==> src/rtl/basket_display_controller.sv <==
// basket_display_controller
//   Owns the sale-terminal basket and hover cursor. It applies debounced
//   button commands to a working copy of the basket and compacts the basket
//   after a removal from the middle. It copies the working copy to the
//   display-facing outputs only at frame start, so a frame never shows a
//   half-updated basket.
//
// Ports
//   CLOCK                  pixel clock (only clock)
//   RESET                  synchronous, active-high
//   FrameStart             one-cycle pulse at the top-left pixel
//   SW2                    hover mode: 0 = product grid, 1 = basket slots
//   BTN_NEXT/PREV/ADD/REMOVE/CLEAR  one-cycle command pulses
//   HighlightedProductList visible one-hot hover mask
//   BasketProductNum       visible filled-slot count
//   BasketProductIDList    visible slot IDs, slot i at [i*ID_WIDTH +: ID_WIDTH]
//   BasketFull/BasketEmpty registered flags of the working count
//   Busy                   compacting or a snapshot is waiting for a frame
//   CmdError               one-cycle pulse per rejected command
//
// Build option
//   BASKET_DUP_CHECK_EN    reject ADD of an ID already in the basket
module basket_display_controller #(
   parameter int SLOTS     = 12,
   parameter int ID_WIDTH  = 4,
   parameter int CNT_WIDTH = 4
) (
   input  logic                         CLOCK,
   input  logic                         RESET,
   input  logic                         FrameStart,
   input  logic                         SW2,
   input  logic                         BTN_NEXT,
   input  logic                         BTN_PREV,
   input  logic                         BTN_ADD,
   input  logic                         BTN_REMOVE,
   input  logic                         BTN_CLEAR,
   output logic [SLOTS-1:0]             HighlightedProductList,
   output logic [CNT_WIDTH-1:0]         BasketProductNum,
   output logic [SLOTS*ID_WIDTH-1:0]    BasketProductIDList,
   output logic                         BasketFull,
   output logic                         BasketEmpty,
   output logic                         Busy,
   output logic                         CmdError
);

   typedef enum logic [1:0] {S_IDLE, S_SHIFT, S_PUBLISH} state_t;
   typedef logic [SLOTS-1:0][ID_WIDTH-1:0] list_t;

   localparam logic [ID_WIDTH-1:0]  EMPTY_ID = '1;
   localparam logic [CNT_WIDTH-1:0] CNT_ONE  = CNT_WIDTH'(1);
   localparam logic [CNT_WIDTH-1:0] CNT_FULL = CNT_WIDTH'(SLOTS);
   localparam logic [CNT_WIDTH-1:0] CNT_LAST = CNT_WIDTH'(SLOTS - 1);
   localparam logic [SLOTS-1:0]     HL_ONE   = SLOTS'(1);

   state_t                 state, state_nxt;
   list_t                  wlist, wlist_nxt, vlist, vlist_nxt;
   logic [CNT_WIDTH-1:0]   wcnt, wcnt_nxt, vcnt, vcnt_nxt;
   logic [CNT_WIDTH-1:0]   cursor, cursor_nxt, sidx, sidx_nxt;
   logic [SLOTS-1:0]       vhl, vhl_nxt, hl_w;
   logic                   pending, pending_nxt;
   logic                   sw2_q, full_q, empty_q, err_q, err_nxt;
   logic                   cmd_any, accept, dup;
   logic [ID_WIDTH-1:0]    cur_id;

   assign cmd_any = BTN_NEXT | BTN_PREV | BTN_ADD | BTN_REMOVE | BTN_CLEAR;
   // In grid mode the cursor position is the product ID.
   assign cur_id  = ID_WIDTH'(cursor);
   // In basket mode an empty basket has nothing to hover.
   assign hl_w    = (SW2 && wcnt == '0) ? '0 : (HL_ONE << cursor);

`ifdef BASKET_DUP_CHECK_EN
   // The basket is always compact in IDLE, so slots below the count are
   // exactly the occupied ones.
   always_comb begin
      dup = 1'b0;
      for (int i = 0; i < SLOTS; i++)
         if (CNT_WIDTH'(i) < wcnt && wlist[i] == cur_id) dup = 1'b1;
   end
`else
   assign dup = 1'b0;
`endif

   always_comb begin
      state_nxt   = state;
      wlist_nxt   = wlist;
      wcnt_nxt    = wcnt;
      cursor_nxt  = cursor;
      sidx_nxt    = sidx;
      pending_nxt = pending;
      vlist_nxt   = vlist;
      vcnt_nxt    = vcnt;
      vhl_nxt     = vhl;
      err_nxt     = 1'b0;
      accept      = 1'b0;

      if (state == S_SHIFT) begin
         err_nxt = cmd_any;
         if (sidx < wcnt - CNT_ONE) begin
            // Pull the next slot down; the slot above is refilled on the
            // following step or stays empty when it was the last one.
            wlist_nxt[sidx]           = wlist[sidx + CNT_ONE];
            wlist_nxt[sidx + CNT_ONE] = EMPTY_ID;
            sidx_nxt                  = sidx + CNT_ONE;
         end else begin
            wcnt_nxt = wcnt - CNT_ONE;
            if (cursor >= wcnt_nxt)
               cursor_nxt = (wcnt_nxt == '0) ? '0 : wcnt_nxt - CNT_ONE;
            state_nxt = S_IDLE;
         end
      end else begin
         if (state == S_PUBLISH) begin
            // Snapshot of pre-command state; a command in this cycle just
            // re-arms pending for the next frame.
            vlist_nxt   = wlist;
            vcnt_nxt    = wcnt;
            vhl_nxt     = hl_w;
            pending_nxt = 1'b0;
            state_nxt   = S_IDLE;
         end
         if (BTN_CLEAR) begin
            wlist_nxt  = {SLOTS{EMPTY_ID}};
            wcnt_nxt   = '0;
            cursor_nxt = '0;
            accept     = 1'b1;
         end else if (BTN_REMOVE) begin
            if (wcnt == '0 || (SW2 && cursor >= wcnt)) begin
               err_nxt = 1'b1;
            end else if (!SW2) begin
               wlist_nxt[wcnt - CNT_ONE] = EMPTY_ID;
               wcnt_nxt                  = wcnt - CNT_ONE;
               accept                    = 1'b1;
            end else begin
               wlist_nxt[cursor] = EMPTY_ID;
               sidx_nxt          = cursor;
               state_nxt         = S_SHIFT;
               accept            = 1'b1;
            end
         end else if (BTN_ADD) begin
            if (SW2 || wcnt == CNT_FULL || dup) begin
               err_nxt = 1'b1;
            end else begin
               wlist_nxt[wcnt] = cur_id;
               wcnt_nxt        = wcnt + CNT_ONE;
               accept          = 1'b1;
            end
         end else if (BTN_NEXT) begin
            accept = 1'b1;
            if (!SW2)
               cursor_nxt = (cursor >= CNT_LAST) ? '0 : cursor + CNT_ONE;
            else if (wcnt == '0)
               cursor_nxt = '0;
            else
               cursor_nxt = (cursor >= wcnt - CNT_ONE) ? '0 : cursor + CNT_ONE;
         end else if (BTN_PREV) begin
            accept = 1'b1;
            if (!SW2)
               cursor_nxt = (cursor == '0) ? CNT_LAST : cursor - CNT_ONE;
            else if (wcnt == '0)
               cursor_nxt = '0;
            else
               cursor_nxt = (cursor == '0 || cursor >= wcnt) ? wcnt - CNT_ONE
                                                              : cursor - CNT_ONE;
         end
         if (accept) pending_nxt = 1'b1;
      end

      // Mode switch rehomes the cursor and changes the mask meaning.
      if (SW2 != sw2_q) begin
         cursor_nxt  = '0;
         pending_nxt = 1'b1;
      end

      // Decided last so a coincident command or mode switch is included.
      if (state == S_IDLE && state_nxt == S_IDLE && FrameStart && pending_nxt)
         state_nxt = S_PUBLISH;
   end

   always_ff @(posedge CLOCK) begin
      if (RESET) begin
         state   <= S_IDLE;
         wlist   <= {SLOTS{EMPTY_ID}};
         vlist   <= {SLOTS{EMPTY_ID}};
         wcnt    <= '0;
         vcnt    <= '0;
         cursor  <= '0;
         sidx    <= '0;
         vhl     <= '0;
         pending <= 1'b0;
         sw2_q   <= SW2;   // no phantom mode edge when reset releases
         full_q  <= 1'b0;
         empty_q <= 1'b1;
         err_q   <= 1'b0;
      end else begin
         state   <= state_nxt;
         wlist   <= wlist_nxt;
         vlist   <= vlist_nxt;
         wcnt    <= wcnt_nxt;
         vcnt    <= vcnt_nxt;
         cursor  <= cursor_nxt;
         sidx    <= sidx_nxt;
         vhl     <= vhl_nxt;
         pending <= pending_nxt;
         sw2_q   <= SW2;
         full_q  <= (wcnt_nxt == CNT_FULL);
         empty_q <= (wcnt_nxt == '0);
         err_q   <= err_nxt;
      end
   end

   assign HighlightedProductList = vhl;
   assign BasketProductNum       = vcnt;
   assign BasketProductIDList    = vlist;
   assign BasketFull             = full_q;
   assign BasketEmpty            = empty_q;
   assign Busy                   = (state == S_SHIFT) || pending;
   assign CmdError               = err_q;

endmodule

==> config.mk <==
export PLATFORM = sky130hd
export DESIGN_NAME = basket_display_controller
export DESIGN_NICKNAME = d
export VERILOG_FILES = /design/src/rtl/basket_display_controller.sv
export SDC_FILE = /design/constraint.sdc
export NUM_CORES = 1
export LEC_CHECK = 0
export ABC_AREA = 0
export CAP_MARGIN = 20
export CORE_AREA = 2 2 182 184
export DETAILED_ROUTE_END_ITERATION = 10
export DIE_AREA = 0 0 184 186
export GPL_ROUTABILITY_DRIVEN = 0
export PLACE_DENSITY_LB_ADDON = 0.15
export SETUP_SLACK_MARGIN = 0.2
export SYNTH_ARGS = -nofsm -noshare
export SYNTH_HDL_FRONTEND = slang
export SYNTH_SLANG_ARGS = --single-unit
==> constraint.sdc <==
create_clock -name CLOCK -period 10.47 [get_ports CLOCK]
set_input_delay 1.5705 -clock CLOCK [delete_from_list [all_inputs] [get_ports CLOCK]]
set_output_delay 1.5705 -clock CLOCK [all_outputs]
set_load 0.01 [all_outputs]
* Word-level counts from Yosys, hierarchy flattened *
Index checks and enable logic that the tools add are counted.

word-level totals
  output and inout port bits = 68
  word-level logic and storage cells = 189
  flip-flop bits (word level) = 131
  input bits = 9

operators by class
  add/subtract/negate cells = 6
  equal/unequal tests = 14
  shift operators = 1
  magnitude comparators = 14
  bitwise operators = 8
  mux-type cells = 80
  reductions and logical operators = 30

operators by type and width
  kind                                                                                 count
  48-bit 2-to-1 mux                                                                    8
  4-bit 2-to-1 mux                                                                     37
  48-bit OR                                                                            3
  48-bit bitwise mux                                                                   2
  4-bit demux with 4-bit select                                                        5
  4-bit by 5-bit < comparator with 1-bit output, second input constant                 5
  4-bit by 1-bit greater-or-equal comparator with 1-bit output, second input constant  5
  1-bit 2-to-1 mux                                                                     18
  4-bit binary-select mux with 4-bit select                                            1
  4-bit zero test                                                                      4
  2-bit 2-to-1 mux                                                                     8
  4-bit by 1-bit adder with 4-bit output, second input constant                        3
  12-bit 2-to-1 mux                                                                    1
  1-bit by 4-bit left shift with 12-bit output, first input constant                   1
  4-bit by 1-bit subtractor with 4-bit output, second input constant                   3
  1-bit logical AND                                                                    10
  5-bit AND reduction                                                                  2
  4-bit equality test, second input constant                                           2
  4-bit greater-or-equal comparator                                                    2
  4-bit by 3-bit inequality test with 1-bit output, second input constant              2
  4-bit nonzero test                                                                   2
  2-bit inequality test, second input constant                                         3
  3-bit by 1-bit inequality test with 1-bit output, second input constant              2
  4-bit greater-or-equal comparator, second input constant                             1
  13 further kinds                                                                     23

* Longest topological paths before layout *
Gate-level depths: netlist of the first run.

  depth after elaboration = 12
  depth in mapped cells = 15
  mapped depth without buffers = 12

* Worst setup path before layout of the first run *
OpenSTA, ideal clock, no wires.

  kind = register to register
  from = reg wcnt[2]
  to = reg wlist[32] (netlist bit)
  data required time = 10391 ps
  path buffers = 3
  setup slack = 6806 ps
  clock period less this slack = 3664 ps
  arrival time = 3585 ps
  stages on the path, launching flop included = 16
  cell sequence = dfxtp_1 clkbuf_1 inv_1 clkbuf_1 ha_1 a21boi_1 xnor2_1 inv_1 ha_1 or3_1 o22ai_1 or2_2 o21ai_2 buf_6 or4_4 a22oi_1

on the way
  longest elaborated chain between the ends = 11

ends and longest elaborated chain
  element                                                                                                                                                     RTL line  text
  from (decl)                                                                                                                                                 57        logic [CNT_WIDTH-1:0] wcnt, wcnt_nxt, vcnt, vcnt_nxt;
  from (signal assigned)                                                                                                                                      197       wcnt <= wcnt_nxt;
  4-bit by 1-bit subtractor with 4-bit output                                                                                                                 98, 129
  4-bit by 5-bit < comparator with 1-bit output (not written as such) / 4-bit by 1-bit greater-or-equal comparator with 1-bit output (equally long branches)  129       wlist_nxt[wcnt - CNT_ONE] = EMPTY_ID;
  1-bit logical AND (not written as such)                                                                                                                     129
  4-bit 2-to-1 mux (not written as such)                                                                                                                      129
  4-bit demux with 4-bit select                                                                                                                               129
  48-bit OR (no line)                                                                                                                                         -
  48-bit 2-to-1 mux                                                                                                                                           128       end else if (!SW2) begin
  48-bit 2-to-1 mux                                                                                                                                           126       if (wcnt == '0 || (SW2 && cursor >= wcnt)) begin
  48-bit 2-to-1 mux                                                                                                                                           125       end else if (BTN_REMOVE) begin
  48-bit 2-to-1 mux                                                                                                                                           120       if (BTN_CLEAR) begin
  48-bit 2-to-1 mux                                                                                                                                           96        if (state == S_SHIFT) begin
  to (signal assigned)                                                                                                                                        181       wlist <= {SLOTS{EMPTY_ID}};
  to (signal assigned)                                                                                                                                        195       wlist <= wlist_nxt;
  to (decl)                                                                                                                                                   56        list_t wlist, wlist_nxt, vlist, vlist_nxt;

Parallel ways exist; a longest one is shown, timed or not. The select of a mux whose other input is x is not followed.
A chain may end at the register's enable or synchronous reset.

* Worst setup path in the final report of the first run *
  from = reg wcnt[2]
  to = reg wlist[22] (netlist bit)

The elaborated chain is that of the path after synthesis.

==> impl_metrics.json, run 1 <==
{
  "relSlewSlack_pct": 33.6,
  "timing.critical_path.arrival_ns": 5.06,
  "final-max-slew-violation-count": 0,
  "clock_latency_ns": 0.43,
  "path_max_fanout": 33,
  "io_buffers": 76,
  "first_iter_violations": 786,
  "grt_remaining_overflow": 0,
  "numPlacedInstances": 1449,
  "critical_path.endpoint_type": "flip-flop",
  "drv_cap": 0,
  "static-leakage-power_uw": 0.00370,
  "vdd.ir_drop.worst_mv": 0.114,
  "layout.cells.most_common_list": "sky130_fd_sc_hd__nand2_1 (151), sky130_fd_sc_hd__dfxtp_1 (131), sky130_fd_sc_hd__nor2_1 (97)",
  "timing.critical_path.slowest_cell_delay_ns": 0.77,
  "number_of_global_route_vias_before_repair": 7606,
  "worst-setup-path-type": "flip-flop to flip-flop",
  "rsz0062_at_grt": "false",
  "top_level_ports": 77,
  "ctsResizeCount": 0,
  "drive_above_1_share_pct": 7.44,
  "drc": 0,
  "syn_inst": 1026,
  "clkTransAtPathRegs_ns": 0.07,
  "ctsRootBufferMaster": "sky130_fd_sc_hd__clkbuf_16",
  "series_of_cell_instances_along_the_critical_path": "buf_4 -> inv_1 -> ha_1 -> a21boi_1 -> xnor2_1 -> buf_4 -> inv_1 -> ha_1 -> or3_1 -> o22ai_1 -> or2_2 -> o21ai_2 -> nor4_1 -> o32a_1",
  "finalWorstPathRequiredPeriod_ns": 4.70,
  "number_of_buffers_added_to_fix_hold_violations_after_cts": 0,
  "synth-warning-count": 0,
  "synth-seq-cells": 131,
  "final-instance-count-excl-fill": 1483,
  "die-width_um": 184,
  "status": "completed",
  "synth_edf_count": 0,
  "clock_skew_ns": 0.0138,
  "design.final.nets": 1106,
  "synth_area_sq_mm": 0.00798,
  "avgRoutedWirePerCell_um": 21.4,
  "worstSetupStartpointType": "flip-flop",
  "die_area_sq_mm": 0.0342,
  "design.core.area_sq_mm": 0.0322,
  "synth-seq-area-share_pct": 32.9,
  "min_path_type": "flip-flop to flip-flop",
  "setup_viol_count_final": 0,
  "grt_antenna_before_repair": 0,
  "place_hpwl_um": 22800,
  "nFillCells": 3504,
  "drt.antenna.violating_nets": 0,
  "critical-path-slowest-cell": "sky130_fd_sc_hd__nor4_1",
  "start_util_pct": 24.8,
  "hold_viol": 0,
  "fmax_mhz": 213,
  "cts_setup_buffers": 0,
  "clkSinkCount": 131,
  "power_density_mw_per_mm2": 150,
  "final.period_utilization_pct": 44.9,
  "finish.utilization_pct": 30.2,
  "clk_path_buf_depth": 2,
  "flow.area_growth_from_synthesis_pct": 21.7,
  "grt_first_pass_wirelength_um": 47700,
  "ctsHtreeMaxLevel": 4,
  "final.setup.tns_ns": 0,
  "num_antenna_cells": 0,
  "placementRows": 66,
  "groute.usage.overall_pct": 18.5,
  "detailedRoute.firstPassIterationCount": 6,
  "synth_cell_types": 78,
  "synth_async_sr_flop_share_pct": 0,
  "via_per_inst": 5.55,
  "floorplan.die.height_um": 186,
  "worstMarginPinSlew_ns": 0.972,
  "critPathRequiredTime_ns": 10.83,
  "grt_max_degree": 72,
  "final_common_cell": "sky130_fd_sc_hd__nand2_1",
  "synth_flop_cell": "sky130_fd_sc_hd__dfxtp_1",
  "synth_area_per_cell_sq_um": 7.78,
  "routed-via-count": 8236,
  "cts_inserted_buffers": 17,
  "postSynthNetCount": 1070,
  "drt-total-wl_um": 31700,
  "tritoncts_clock_tree": "yes"
}
## worst max-delay path: cells and delay by family (launching register included)
| kind | cells | cell delay [ns] |
|---|---|---|
| simple gates | 3 | 1.35 |
| buf+inv | 4 | 1.17 |
| compound gates | 4 | 1.06 |
| fa+ha+maj | 2 | 0.56 |
| flops | 1 | 0.31 |
| xor+xnor | 1 | 0.15 |
## sequential cells by signal, indices dropped and copies added, names as in the netlist, 2 cells and up
register and flops:
BasketProductIDList 48, BasketProductNum 4, HighlightedProductList 12, cur_id 4, sidx 4, state 2, wcnt 4, wlist 48
## synthesized netlist by cell type, drive strengths merged (15+ instances only)
library cell,instances,area share (%)
a31oi,15,1.2
nor2,97,4.6
nor3,24,1.5
nand2,151,7.1
inv,32,1.5
clkbuf,57,2.7
o211ai,17,1.6
a221oi,15,1.6
o21ai,51,3.3
dfxtp,131,33
a21oi,56,3.5
buf,22,1.4
nand3,73,4.6
a22oi,26,2.4
ha,35,5.5
## report_power, final
group          switching, uW  total [uW]  leakage (uW)  internal, uW
sequential              21.8         549       0.00107           527
clock                    259         645      0.000295           386
combinational            169         268       0.00233          98.8
## cell families (layout without fill, tap and decap cells)
logic type | Yosys count | count (layout) | share of synthesized area [%]
compound gates | 294 | 294 | 26.0
xor+xnor | 8 | 8 | 0.878
fa+ha+maj | 35 | 35 | 5.49
buf+inv | 113 | 162 | 5.72
flops | 131 | 131 | 32.9
mux | 19 | 19 | 4.26
simple gates | 426 | 426 | 24.7
## final cells by class
cell class                 count  area (sq um)  area share [%]
tap                          408           510            5.26
timing repair buffer          96           922            9.50
inverter                      34           128            1.31
clock buffer                  19           443            4.56
clock inverter                13           171            1.77
multi-input combinational    782          4910            50.6
sequential                   131          2620            27.0
## per-stage QoR
stage	setup slack [ns]	power [uW]	instance area, sq um	hold slack [ns]
after floorplan	6.81	715	7980	0.455
after global placement	5.89	824	9060	0.447
after detailed placement	5.84	824	9070	0.453
after CTS	5.82	1470	9680	0.464
after global routing	5.43	1520	9710	0.481
final	5.77	1460	9710	0.459
## routing by layer
layer / share of wire (%) / track usage [%]
met5: 0 / 0
met4: 2.6 / 6.21
met3: 5.3 / 2.74
met2: 46 / 29.1
met1: 46 / 25.8
## final timing paths
path | startpoint | to | slack, ns | cells past startpoint
worst min-delay path | HighlightedProductList[4]$_SDFFE_PP0P_ | HighlightedProductList[4]$_SDFFE_PP0P_ | 0.46 | 2
worst max-delay path | wcnt[2]$_SDFF_PP0_ | wlist[22]$_SDFFE_PP1P_ | 5.77 | 14
worst min register to register | HighlightedProductList[4]$_SDFFE_PP0P_ | HighlightedProductList[4]$_SDFFE_PP0P_ | 0.46 | 2
worst max register to register | wcnt[2]$_SDFF_PP0_ | wlist[22]$_SDFFE_PP1P_ | 5.77 | 14
(Power assumes the default switching activity.)
==> inputs of run 2 (changes only) <==
==> constraint.sdc (replaced) <==
create_clock -name CLOCK -period 4.81 [get_ports CLOCK]
set_input_delay 0.7215 -clock CLOCK [delete_from_list [all_inputs] [get_ports CLOCK]]
set_output_delay 0.7215 -clock CLOCK [all_outputs]
set_load 0.01 [all_outputs]
==> run 2 against run 1 <==
  * Largest cell class unchanged
  * Largest power group unchanged
  * Final area rose by 0.89%
  * Critical endpoint is now wlist[5]$_SDFFE_PP1P_
  * Final cell count rose by 0.88%
  * Sequential cell count did not move
  * Worst setup slack got worse by 5.2 ns
  * Hold slack got worse by 0.0074 ns
  * Critical path type unchanged
==> impl_metrics.json, run 2 (synthesis results as in run 1) <==
{
  "io_buffers": 76,
  "final.setup.tns_ns": 0,
  "final_common_cell": "sky130_fd_sc_hd__nand2_1",
  "netSwitchingFraction_pct": 31.0,
  "crit_buf_inv": 2,
  "status": "completed",
  "power.internal_uw": 2200,
  "worstMarginPinSlew_ns": 1.07,
  "critical-path-slowest-cell": "sky130_fd_sc_hd__o311ai_1",
  "layout.cells.most_common_list": "sky130_fd_sc_hd__nand2_1 (151), sky130_fd_sc_hd__dfxtp_1 (131), sky130_fd_sc_hd__nor2_1 (97)",
  "placementRows": 66,
  "drv_cap": 0,
  "clock_latency_ns": 0.43,
  "detailedRoute.firstPassIterationCount": 8,
  "num_antenna_cells": 0,
  "first_iter_violations": 729,
  "nFillCells": 3513,
  "floorplan.die.height_um": 186,
  "cts_inserted_buffers": 17,
  "ctsHtreeMaxLevel": 4,
  "clk_path_buf_depth": 2,
  "critical_path.endpoint_type": "flip-flop",
  "min_path_type": "flip-flop to flip-flop",
  "drt.antenna.violating_nets": 0,
  "setup_viol_count_final": 0,
  "reg2reg_from": "wcnt[1]$_SDFF_PP0_",
  "design.core.area_sq_mm": 0.0322,
  "tritoncts_clock_tree": "yes",
  "static-leakage-power_uw": 0.00376,
  "rsz0062_at_grt": "false",
  "timing.critical_path.arrival_ns": 4.53,
  "groute.usage.overall_pct": 18.9,
  "worstSetupStartpointType": "flip-flop",
  "vdd.ir_drop.worst_mv": 0.240,
  "total_switching_power_uw": 986,
  "cts_setup_buffers": 0,
  "power.total_uw": 3180,
  "fmax_mhz": 235,
  "worstHoldStart": "HighlightedProductList[4]$_SDFFE_PP0P_",
  "flow.area_growth_from_synthesis_pct": 22.8,
  "start_util_pct": 24.8,
  "critPathRequiredTime_ns": 5.08,
  "die_area_sq_mm": 0.0342,
  "grt_antenna_before_repair": 0,
  "clkTransAtPathRegs_ns": 0.07,
  "worst-setup-path-type": "flip-flop to flip-flop",
  "p_comb_share_pct": 18.6,
  "grt_remaining_overflow": 0,
  "seq_power_share_pct": 37.5,
  "worst_path_dominant_cell_family": "compound AO/OA/AOI/OAI gates",
  "timing.critical_path.slowest_cell_delay_ns": 0.57,
  "drive_above_1_share_pct": 8.55,
  "drt-total-wl_um": 31800,
  "ctsRootBufferMaster": "sky130_fd_sc_hd__clkbuf_16",
  "setup.worst_path.start": "wcnt[1]$_SDFF_PP0_",
  "number_of_global_route_vias_before_repair": 7890,
  "finalWorstPathRequiredPeriod_ns": 4.26,
  "clock_skew_ns": 0.0130,
  "routed-via-count": 8189,
  "avgRoutedWirePerCell_um": 21.3,
  "final-max-slew-violation-count": 0,
  "design.final.nets": 1119,
  "top_level_ports": 77,
  "relSlewSlack_pct": 28.7,
  "grt_first_pass_wirelength_um": 49200,
  "clkSinkCount": 131,
  "reg2reg_setup_slack_ns": 0.55,
  "series_of_cell_instances_along_the_critical_path": "inv_1 -> ha_1 -> xor2_1 -> inv_1 -> ha_1 -> or3_1 -> o221a_2 -> nor2_1 -> o21ai_2 -> o311ai_1 -> a222oi_1",
  "power_density_mw_per_mm2": 325,
  "final.period_utilization_pct": 88.6,
  "place_hpwl_um": 23300,
  "grt_max_degree": 58,
  "via_per_inst": 5.47,
  "drc": 0,
  "path_max_fanout": 22,
  "die-width_um": 184,
  "hold_viol": 0,
  "power.clock.fraction_pct": 43.9
}
-- run 2: changes by cell type in the layout (fill, tap and decap cells not counted), sizes merged --
cell,change
clkinv,+3
inv,-1
buf,+13
clkinvlp,-1
clkbuf,-1
-- run 2: stage by stage --
stage	instance area, sq um	utilization, %	instances	hold WS (ns)	setup WS (ns)
after CTS	9780	30.4	1495	0.456	0.414
after global placement	9170	28.5	1463	0.446	0.697
after floorplan	7980	-	1026	0.455	1.15
after detailed placement	9170	28.5	1463	0.448	0.417
final	9800	30.4	1496	0.452	0.550
after global routing	9800	30.4	1496	0.479	0.227
-- run 2: path summary, 6_finish.rpt --
| kind | end | depth (start not counted) |
|---|---|---|
| hold reg to reg | HighlightedProductList[4]$_SDFFE_PP0P_ | 2 |
| hold / removal | HighlightedProductList[4]$_SDFFE_PP0P_ | 2 |
| setup / recovery | wlist[5]$_SDFFE_PP1P_ | 11 |
| setup reg to reg | wlist[5]$_SDFFE_PP1P_ | 11 |
-- run 2: cell type report --
class | count | area [sq um] | share of cell area (%)
Clock buffer | 18 | 429 | 4.38
Clock inverter | 14 | 178 | 1.81
Inverter | 34 | 128 | 1.30
Multi-Input combinational cell | 782 | 4910 | 50.2
Sequential cell | 131 | 2620 | 26.8
Tap cell | 408 | 510 | 5.21
Timing Repair Buffer | 109 | 1020 | 10.4
-- run 2: power by group through the flow --
stage               Sequential, uW  Clock [uW]  Combinational (uW)
finish                        1190        1400                 592
global route                  1200        1470                 649
CTS                           1190        1420                 588
detailed placement            1220           0                 586
global placement              1220           0                 587
floorplan                     1220           0                 337
-- run 2: layer usage --
layer / GRT usage [%] / vias up / wire [um] / share of wire, %
li1: - / 3892 / - / -
met1: 25.7 / 3982 / 14900 / 47
met2: 31.1 / 283 / 14700 / 46
met3: 3.03 / 32 / 1720 / 5.4
met4: 4.77 / 0 / 471 / 1.5
met5: 0 / - / 0 / 0
-- run 2: worst reg2reg max path, delay by kind of cell (launching register included) --
kind / cells / cell delay, ns
AOI/OAI and AO/OA: 4 / 1.40
xor gates and xnor gates: 1 / 0.47
adders and majority gates: 2 / 0.80
buffers and inverters: 2 / 0.48
DFF: 1 / 0.39
and+or+nand+nor: 2 / 0.58
-- run 2: repair_timing --
item,CTS,global route
setup endpoints to repair,0,6
hold buffers,0,0
gates resized for setup,0,2
==> inputs of run 3 (changes only) <==
--- a/config.mk
+++ b/config.mk
@@ -11,6 +11,7 @@
 export DETAILED_ROUTE_END_ITERATION = 10
 export DIE_AREA = 0 0 184 186
 export GPL_ROUTABILITY_DRIVEN = 0
+export HOLD_SLACK_MARGIN = 0.05
 export PLACE_DENSITY_LB_ADDON = 0.15
 export SETUP_SLACK_MARGIN = 0.2
 export SYNTH_ARGS = -nofsm -noshare
==> results of run 3 <==
Same layout as run 2: the final DEF is identical, and so are final timing and power.
